===== src/rtl/pixel_fifo.sv =====
// Synchronous pixel FIFO: registered read port, no fall-through, sticky overflow/underflow.
// Status flags decode the registered occupancy; flush clears control state in one cycle.
module pixel_fifo #(
  parameter int DATA_W   = 24,
  parameter int ADDR_W   = 4,
  parameter int AF_LEVEL = 2**ADDR_W - 2,
  parameter int AE_LEVEL = 2
) (
  input  logic              clk_100mhz,
  input  logic              rst,
  input  logic              flush,
  input  logic              wr_en,
  input  logic [DATA_W-1:0] wr_data,
  input  logic              rd_en,
  output logic [DATA_W-1:0] rd_data,
  output logic              rd_valid,
  output logic              full,
  output logic              empty,
  output logic              almost_full,
  output logic              almost_empty,
  output logic [ADDR_W:0]   level,
  output logic              overflow,
  output logic              underflow
);

  localparam int DEPTH = 2**ADDR_W;
  localparam logic [ADDR_W:0] DEPTH_L = {1'b1, {ADDR_W{1'b0}}};
  localparam logic [ADDR_W:0] AF_L    = AF_LEVEL[ADDR_W:0];
  localparam logic [ADDR_W:0] AE_L    = AE_LEVEL[ADDR_W:0];

  if (ADDR_W < 2 || DATA_W < 1 || AE_LEVEL < 1 || AE_LEVEL >= AF_LEVEL || AF_LEVEL > DEPTH)
  begin : g_bad_params
    $error("pixel_fifo: illegal parameter combination");
  end

  logic [DATA_W-1:0] mem [DEPTH];

  logic [ADDR_W-1:0] wr_ptr_q, wr_ptr_d;
  logic [ADDR_W-1:0] rd_ptr_q, rd_ptr_d;
  logic [ADDR_W:0]   level_q, level_d;
  logic [DATA_W-1:0] rd_data_q, rd_data_d;
  logic              rd_valid_q, rd_valid_d;
  logic              ovf_q, ovf_d;
  logic              unf_q, unf_d;
  logic              rd_acc, wr_acc;

  assign full         = (level_q == DEPTH_L);
  assign empty        = (level_q == '0);
  assign almost_full  = (level_q >= AF_L);
  assign almost_empty = (level_q <= AE_L);

  // A read frees a slot in the same cycle, so a full FIFO still accepts a paired write.
  assign rd_acc = rd_en & ~flush & ~empty;
  assign wr_acc = wr_en & ~flush & (~full | rd_acc);

  always_comb begin
    wr_ptr_d   = wr_ptr_q;
    rd_ptr_d   = rd_ptr_q;
    level_d    = level_q;
    rd_data_d  = rd_data_q;
    rd_valid_d = 1'b0;
    ovf_d      = ovf_q;
    unf_d      = unf_q;
    if (flush) begin
      wr_ptr_d = '0;
      rd_ptr_d = '0;
      level_d  = '0;
      ovf_d    = 1'b0;
      unf_d    = 1'b0;
    end else begin
      if (wr_acc) wr_ptr_d = wr_ptr_q + 1'b1;
      if (rd_acc) begin
        rd_ptr_d   = rd_ptr_q + 1'b1;
        rd_data_d  = mem[rd_ptr_q];
        rd_valid_d = 1'b1;
      end
      case ({wr_acc, rd_acc})
        2'b10:   level_d = level_q + 1'b1;
        2'b01:   level_d = level_q - 1'b1;
        default: level_d = level_q;
      endcase
      if (wr_en && !wr_acc) ovf_d = 1'b1;
      if (rd_en && empty)   unf_d = 1'b1;
    end
  end

  always_ff @(posedge clk_100mhz or negedge rst) begin
    if (!rst) begin
      wr_ptr_q   <= '0;
      rd_ptr_q   <= '0;
      level_q    <= '0;
      rd_data_q  <= '0;
      rd_valid_q <= 1'b0;
      ovf_q      <= 1'b0;
      unf_q      <= 1'b0;
    end else begin
      wr_ptr_q   <= wr_ptr_d;
      rd_ptr_q   <= rd_ptr_d;
      level_q    <= level_d;
      rd_data_q  <= rd_data_d;
      rd_valid_q <= rd_valid_d;
      ovf_q      <= ovf_d;
      unf_q      <= unf_d;
    end
  end

  // Storage is left unreset so it maps onto RAM.
  always_ff @(posedge clk_100mhz) begin
    if (wr_acc) mem[wr_ptr_q] <= wr_data;
  end

  assign rd_data   = rd_data_q;
  assign rd_valid  = rd_valid_q;
  assign level     = level_q;
  assign overflow  = ovf_q;
  assign underflow = unf_q;

endmodule


===== config.mk =====
export PLATFORM = sky130hd
export DESIGN_NAME = pixel_fifo
export DESIGN_NICKNAME = d
export VERILOG_FILES = /design/src/rtl/pixel_fifo.sv
export SDC_FILE = /design/constraint.sdc
export NUM_CORES = 1
export LEC_CHECK = 0
export CAP_MARGIN = 20
export CORE_ASPECT_RATIO = 1.1
export CORE_MARGIN = 2
export CORE_UTILIZATION = 25
export CTS_CLUSTER_SIZE = 14
export DETAILED_ROUTE_END_ITERATION = 7
export PLACE_DENSITY = 0.46
export SLEW_MARGIN = 20
export SYNTH_ARGS = -nofsm -noshare
export SYNTH_HDL_FRONTEND = slang
export SYNTH_SLANG_ARGS = --single-unit

===== constraint.sdc =====
create_clock -name clk_100mhz -period 6.7 [get_ports clk_100mhz]
set_input_delay 1.34 -clock clk_100mhz [delete_from_list [all_inputs] [get_ports clk_100mhz]]
set_output_delay 1.34 -clock clk_100mhz [all_outputs]
set_load 0.03 [all_outputs]

==> results.txt, run 1 <==
The top fanout value on the critical path was 8. After floorplanning, the core was divided into 99 placement rows. The fraction of post-synthesis cell area in the top cell type by area is 0.696, and the maximum number of pins on one net before global-route repair is 97.

The mean post-synth cell area was 21.6 um^2. sky130_fd_sc_hd__edfxtp_1 takes more of the synthesized area than any other cell. Clock tree synthesis inserted a total of 44 buffers. The worst slack on hold paths is 494 ps, and the total DRC errors in the routed layout is 0. Using the TritonRoute via totals, the vias-per-cell ratio works out to 4.30. The initial standard-cell utilization of the core was 0.251; the number of library cell types mapped by synthesis was 43. For the number of antenna violations at the first check in global routing, the log shows 0. The classification of the worst-slack hold path was flip-flop to flip-flop. The tools report the headroom to the max-slew limit as 0.337. The worst register-to-register path has a setup slack of 3670 ps. Setup violations remaining at the end of the flow were counted as 0.

The run gives 0 as the leftover overflow at the end of global routing. STA classifies the critical path startpoint as a flip-flop. The number of instances resized during post-cts repair was 0. The first global-routing pass estimated 55200 um of wire. The quantity of hold-fixing buffers added after cts is 0, and the final-report max-slew violation count is 0. The H-tree generated during clock tree synthesis spans 2 levels. The fraction of layout cells with a size suffix above 1 is 0.251, and the power after layout is 6.85 mW. The worst-case setup slack after placement was 2380 ps; the count of flip-flops with a built-in enable after synthesis was 384.

For the detailed-routed wire length on met2, the log shows 18400 um. Clock latency on the worst-skew pair, taken at its later pin, is 580 ps. TritonCTS built the clock tree. The post-synthesis cell count was 769. Compared with the post-synthesis result, the final layout area differs by 18.7%. Clock-pin slew was measured on the worst setup and hold paths at 60 ps. From bottom edge to top edge, the die measures 274 um. STA classifies the critical path endpoint as a primary output.

The tools report the worst endpoint required time as 5360 ps. The tools report the start point of the critical path as level[1]. The count of pins on the block boundary was 65; the post-CTS setup repair buffer count was 0. The highest metal layer used by the detailed router was met4. For this block, the via count after detailed routing is 7490. The HPWL after detailed placement is 20800 um.

The logs give 2510 ps for the data arrival time of the critical path and 550 for the initial DRC count. The final worst-path cycle share is 0.574, and the total routing usage reported by global routing is 0.109. The run gives 19700 um^2 as the final instance area. By count the netlist is led by 384 x sky130_fd_sc_hd__edfxtp_1, 96 x sky130_fd_sc_hd__mux4_2, 50 x sky130_fd_sc_hd__mux2i_1, 40 x sky130_fd_sc_hd__dfrtp_1, 28 x sky130_fd_sc_hd__nand2_1. For the maximum number of buffers from clock root to sink, the log shows 3. The count of buffers added on input and output ports is 64. The met1 layer wirelength in the final routing is 16100 um. The flow ran to the end, and the final reports show no timing, DRC or antenna violations. Among all flip-flop cells after synthesis, the most frequent one is sky130_fd_sc_hd__edfxtp_1. The number of flip-flops and latches in the synthesized netlist is 424, and the cell area reported after detailed placement is 18200 um^2.

The proportion of register bits with asynchronous set or reset after synthesis came out at 0.0943. The number of global-route vias before repair was 8361; the minimum period implied by the final worst setup slack was 3850 ps. Fill cell total of the finished layout: 6390. The total area inside the core boundary comes to 66000 um^2.

VDD sags by at most 0.154 mV. Adding up every negative setup slack in the final design gives 0 ps. Once routing completed, OpenROAD measured the worst setup slack at 2850 ps.

After synthesis, the cell types taking the most area are sky130_fd_sc_hd__edfxtp_1 70%, sky130_fd_sc_hd__mux4_2 13%, sky130_fd_sc_hd__dfrtp_1 6.0%. The detail route stage leaves a number of antenna-violating nets equal to 0. At the pin with the least slew margin, the transition time is 994 ps.

The most common cell in the netlist is sky130_fd_sc_hd__edfxtp_1. The die covers 68400 um^2. The length of routed met3 wiring was 1180 um.

Across the routed clock network, the largest skew measured is 21.4 ps. When the netlist entered floorplanning its net count stood at 807. The clock drives 424 sinks. The routed wire length per instance was 20.9 um.

After synthesis the cells add up to 16600 um^2. Static timing analysis puts the maximum clock frequency at 260 MHz. The worst setup path is of the flip-flop to primary output kind. The tree is rooted in a sky130_fd_sc_hd__clkbuf_16. The leakage power total came out at 6.08 nW. Across the run, the number of max-cap violations was 0. The number of antenna cells inserted is 0. The number of nets in the final layout was 888. Setup repair after global routing left no endpoint under its margin. The tools report the wire length after detailed routing as 36400 um. The iteration count of the initial detailed-routing pass was 4; the number of cell instances on the worst register-to-register path was 7. Dividing total power by cell area gives a power density of 348 nW/um^2. The sequential cell area fraction in the yosys report is 0.756. At the end of routability-driven placement, the weighted congestion stood at 0.712.

Worst flop-to-flop path endpoint: rd_data[18]. In this run the critical register-to-register path is launched from level[1]. In this run the horizontal extent of the chip is 249 um. For the number of hold violations in the final report, the log shows 0. For this run, the number of Yosys warnings is 0. Following the worst setup path forward leads to its endpoint at full.
[registers in the layout, indices dropped and copies added, names as in the netlist]
register   count
mem          384
rd_data       24
level          5
rd_ptr_q       4
wr_ptr_q       4
overflow       1
rd_valid       1
underflow      1
[through the flow]
| stage | instances | util |
|---|---|---|
| floorplan | 769 | - |
| global route | 1742 | 0.298 |
| finish | 1742 | 0.298 |
| detailed placement | 1662 | 0.276 |
| CTS | 1742 | 0.298 |
| global placement | 1662 | 0.276 |
[where the power goes]
part           internal, mW  switching (mW)  leakage (nW)  total, mW
Sequential             3.00           0.151          3.97       3.15
Combinational         0.579           0.683          1.40       1.26
Clock                  1.44           0.997         0.705       2.44
[cells in the final DEF, fill, tap and decap left out, types with 5 or more instances in the layout]
| cell type | netlist | layout |
|---|---|---|
| sky130_fd_sc_hd__inv_1 | 11 | 11 |
| sky130_fd_sc_hd__mux4_2 | 96 | 96 |
| sky130_fd_sc_hd__clkbuf_16 | 0 | 45 |
| sky130_fd_sc_hd__buf_4 | 2 | 12 |
| sky130_fd_sc_hd__o221ai_2 | 20 | 20 |
| sky130_fd_sc_hd__nand2_1 | 28 | 28 |
| sky130_fd_sc_hd__clkinv_2 | 0 | 5 |
| sky130_fd_sc_hd__xor2_1 | 6 | 6 |
| sky130_fd_sc_hd__and2_2 | 0 | 8 |
| sky130_fd_sc_hd__nor2_1 | 22 | 18 |
| sky130_fd_sc_hd__nand3_1 | 6 | 6 |
| sky130_fd_sc_hd__clkbuf_8 | 0 | 8 |
| sky130_fd_sc_hd__ha_1 | 8 | 8 |
| sky130_fd_sc_hd__edfxtp_1 | 384 | 384 |
| sky130_fd_sc_hd__a21oi_1 | 6 | 6 |
| sky130_fd_sc_hd__dfrtp_1 | 40 | 37 |
| sky130_fd_sc_hd__mux2i_1 | 50 | 50 |
| sky130_fd_sc_hd__clkdlybuf4s50_1 | 0 | 63 |
| sky130_fd_sc_hd__clkbuf_1 | 19 | 13 |
[logic make-up after synthesis]
| kind of cell | count (synthesis) | share of synthesized area |
|---|---|---|
| compound gates | 41 | 0.0274 |
| mux | 150 | 0.163 |
| xor+xnor | 8 | 0.00423 |
| flops | 424 | 0.756 |
| fa+ha+maj | 9 | 0.00725 |
| buf+inv | 54 | 0.0169 |
| simple gates | 83 | 0.0247 |
[routing by layer]
layer / track usage / vias up
li1: - / 3339
met1: 0.137 / 4002
met2: 0.190 / 104
met3: 0.0232 / 45
met4: 0.0323 / 0
met5: 0 / -
[area by class of cell]
class,count,area (um^2),share of cell area
well taps,858,1070,0.0546
clock inverters,14,148,0.00751
multi-input cells,291,3830,0.195
flip-flops and latches,424,12500,0.638
repair buffers,77,746,0.0379
clock buffers,66,1280,0.0653
inverters,12,47.5,0.00242
[worst max-delay path, stage by stage, from the launching register on]
cell and delay, ps:
sky130_fd_sc_hd__dfrtp_1 460, sky130_fd_sc_hd__nor4_1 620, sky130_fd_sc_hd__and2_1 210, sky130_fd_sc_hd__clkdlybuf4s50_1 670
[worst min path at each step]
stage,from,slack (ps),end,depth (start not counted)
after floorplan,wr_ptr_q[1],550,wr_ptr_q[1],2
after global placement,rd_data[14],480,rd_data[14],2
after detailed placement,rd_data[14],490,rd_data[14],2
after CTS,rd_data[14],500,rd_data[14],2
after global routing,rd_data[14],530,rd_data[14],2
final,rd_data[18],490,rd_data[18],2
Note: power is estimated with default switching activity, not from simulation.
==> inputs of run 2 (changes only) <==
==> constraint.sdc (replaced) <==
create_clock -name clk_100mhz -period 3.8 [get_ports clk_100mhz]
set_input_delay 0.76 -clock clk_100mhz [delete_from_list [all_inputs] [get_ports clk_100mhz]]
set_output_delay 0.76 -clock clk_100mhz [all_outputs]
set_load 0.03 [all_outputs]
==> run 2 against run 1 <==
Against the previous run: die area stayed put; clock skew decreased by 10 ps; cell area up 1.3%.
==> results.txt, run 2 (synthesis gave the netlist of run 1 again) <==
Of all nets on the critical path, the largest fanout is 8. The minimum period implied by the final worst setup slack came out at 3350 ps. The logs give 57000 um for the first-pass GRT wire length and 0.293 for the headroom to the max-slew limit. Initial standard-cell utilization of the core: 0.251. CTS placed an instance of sky130_fd_sc_hd__clkbuf_16 at the clock tree root.

Entering global routing, the biggest net connects 48 pins. Total DRC errors in the routed layout: 0. For the final-report max-slew violation count, the log shows 0. The run gives 66000 um^2 as the core region area. For the pin with the worst max-slew slack, the measured transition is 1060 ps. Placed wire-length estimate: 22300 um. The most frequent standard cell in the layout excluding fill and tap cells was sky130_fd_sc_hd__edfxtp_1. The largest single stage delay on the critical path is 680 ps.

The via density per instance is 4.34, and the number of CTS-inserted buffers is 44. TritonCTS built the clock tree. The register with the most flip-flops was mem. The worst setup path is of the flip-flop to primary output kind. Gates resized during post-CTS repair numbered 0.

In the final routed layout, each cell accounts on average for 21.2 um. Once detail routing completed, the nets flagged for antenna violations numbered 0. In this run the register-to-register setup slack is 930 ps. The die covers 68400 um^2.

For this design, the CTS-stage hold fixing added 0 buffers. Walking the worst path, the cells encountered are nor4_1 -> and2_1 -> clkdlybuf4s50_1. Summing over every cut layer, the via total after detailed routing is 7670. The die is 249 um wide.

The tools report the number of hold violations in the final report as 0. Excluding fillers, the count of instances in the completed layout stands at 1767. The floorplan has 99 rows. Setup repair after global routing left no endpoint under its margin.

The register with the most flip-flops in the layout has 384 of them. Classification of the worst-slack hold path: primary input to asynchronous set/reset pin. VDD sags by at most 0.262 mV. The run gives 3 as the maximum number of buffers from clock root to sink. In this run, the number of DRC markers left after iteration 0 of detailed routing was 500.

The cell total after placement came out at 1685. The logs give 11.4 ps for the clock tree skew after final layout and 0 for the leftover overflow at the end of global routing. The total power divided by cell area was 600 nW/um^2. Leaving out fill and tap cells, the most frequent cells in the layout are 384 x sky130_fd_sc_hd__edfxtp_1, 96 x sky130_fd_sc_hd__mux4_2, 63 x sky130_fd_sc_hd__clkdlybuf4s50_1.

Setup violations remaining at the end of the flow were counted as 0. The data arrival time of the critical path is 2590 ps, and the final worst-path cycle share is 0.881. The iteration count of the initial detailed-routing pass is 4, and the fill cell total of the finished layout is 6377. After the last flow step, the layout net total stands at 911. The clock-pin slew of the registers on the worst-case setup and hold paths works out to 60 ps. The worst slack on hold paths came out at 267 ps. The fraction of layout cells with a size suffix above 1 is 0.264. The number of buffers and inverters on the critical path is 1.

The flow ran to the end, and the final reports show no timing, DRC or antenna violations. The tree built by TritonCTS fans out to 424 sinks. The later pin in the worst-skew pair is clocked with a latency of 570 ps. For the number of antenna cells inserted, the log shows 0. Total routing usage reported by global routing: 0.113.

The congestion estimate from routability-driven global placement came to 0.692. Prior to clock tree synthesis, the placed netlist has a worst setup slack of 397 ps. Measured along the y axis, the die boundary spans 274 um. Once routing completed, OpenROAD measured the worst setup slack at 453 ps. The kind of cell with the highest combined delay along the critical path is simple AND/OR/NAND/NOR gates.

The largest individual stage delay along the critical path comes from the cell sky130_fd_sc_hd__clkdlybuf4s50_1. The analysis attributes to cell leakage a power of 6.19 nW. The finished cells cover 19900 um^2.

The H-tree was split into 2 levels. The number of buffer cells added on primary ports was 64; the number of global-route vias before repair was 8419. The logs give 0 for the post-CTS setup repair buffer count and 299 MHz for the maximum clock frequency. The worst setup path is launched from a flip-flop.

STA classifies the critical path endpoint as a primary output. The tool flagged a number of max-cap violations equal to 0. Pin placement for this block handled 65 I/O pins. The run gives 0 as the number of antenna violations at the first check in global routing.

The area growth from synthesis to layout is 20.2%. Cell area reported after detailed placement: 18600 um^2. The wire length after detailed routing was 37500 um; the worst endpoint required time was 3040 ps.
run 2: changes by cell type in the layout (fill, tap and decap cells not counted), sizes merged:
cell | before | now
bufinv | 3 | 2
clkinvlp | 0 | 1
clkinv | 9 | 12
clkbuf | 66 | 65
buf | 14 | 37
run 2: report_power, final:
| part | switching (mW) | total (mW) | internal, mW |
|---|---|---|---|
| sequential | 0.368 | 5.65 | 5.29 |
| combinational | 1.11 | 2.18 | 1.07 |
| clock | 1.75 | 4.11 | 2.37 |
| total | 3.23 | 12.0 | 8.72 |
run 2: final timing paths:
kind,endpoint,from,cells after the start
max reg2reg,level[4],level[1],10
min,rd_data[21],rst,1
min in group clk_100mhz,rd_data[18],rd_data[18],2
max in group asynchronous,rd_data[10],rst,2
min reg2reg,rd_data[18],rd_data[18],2
max,full,level[1],3
run 2: metrics by stage:
stage | utilization | setup TNS [ps] | power, mW
final | 0.302 | 0 | 12.0
after global routing | 0.302 | 0 | 12.5
after CTS | 0.302 | 0 | 12.2
after detailed placement | 0.281 | 0 | 8.01
after global placement | 0.281 | 0 | 8.00
after floorplan | - | -19830 | 7.10
run 2: layer usage:
metal,vias to the layer above,GRT usage,wire length [um]
met5,-,0,0
met1,4125,0.146,16500
met3,51,0.0237,1410
met2,123,0.194,18900
li1,3371,-,-
met4,0,0.0277,675
run 2: final cells by class:
type	instances	area, um^2	share of cell area
clock buffers	65	1220	0.0613
clock inverters	17	138	0.00691
inverters	12	47.5	0.00239
multi-input cells	291	3830	0.192
flip-flops and latches	424	12500	0.630
well taps	858	1070	0.0539
repair buffers	100	1070	0.0536
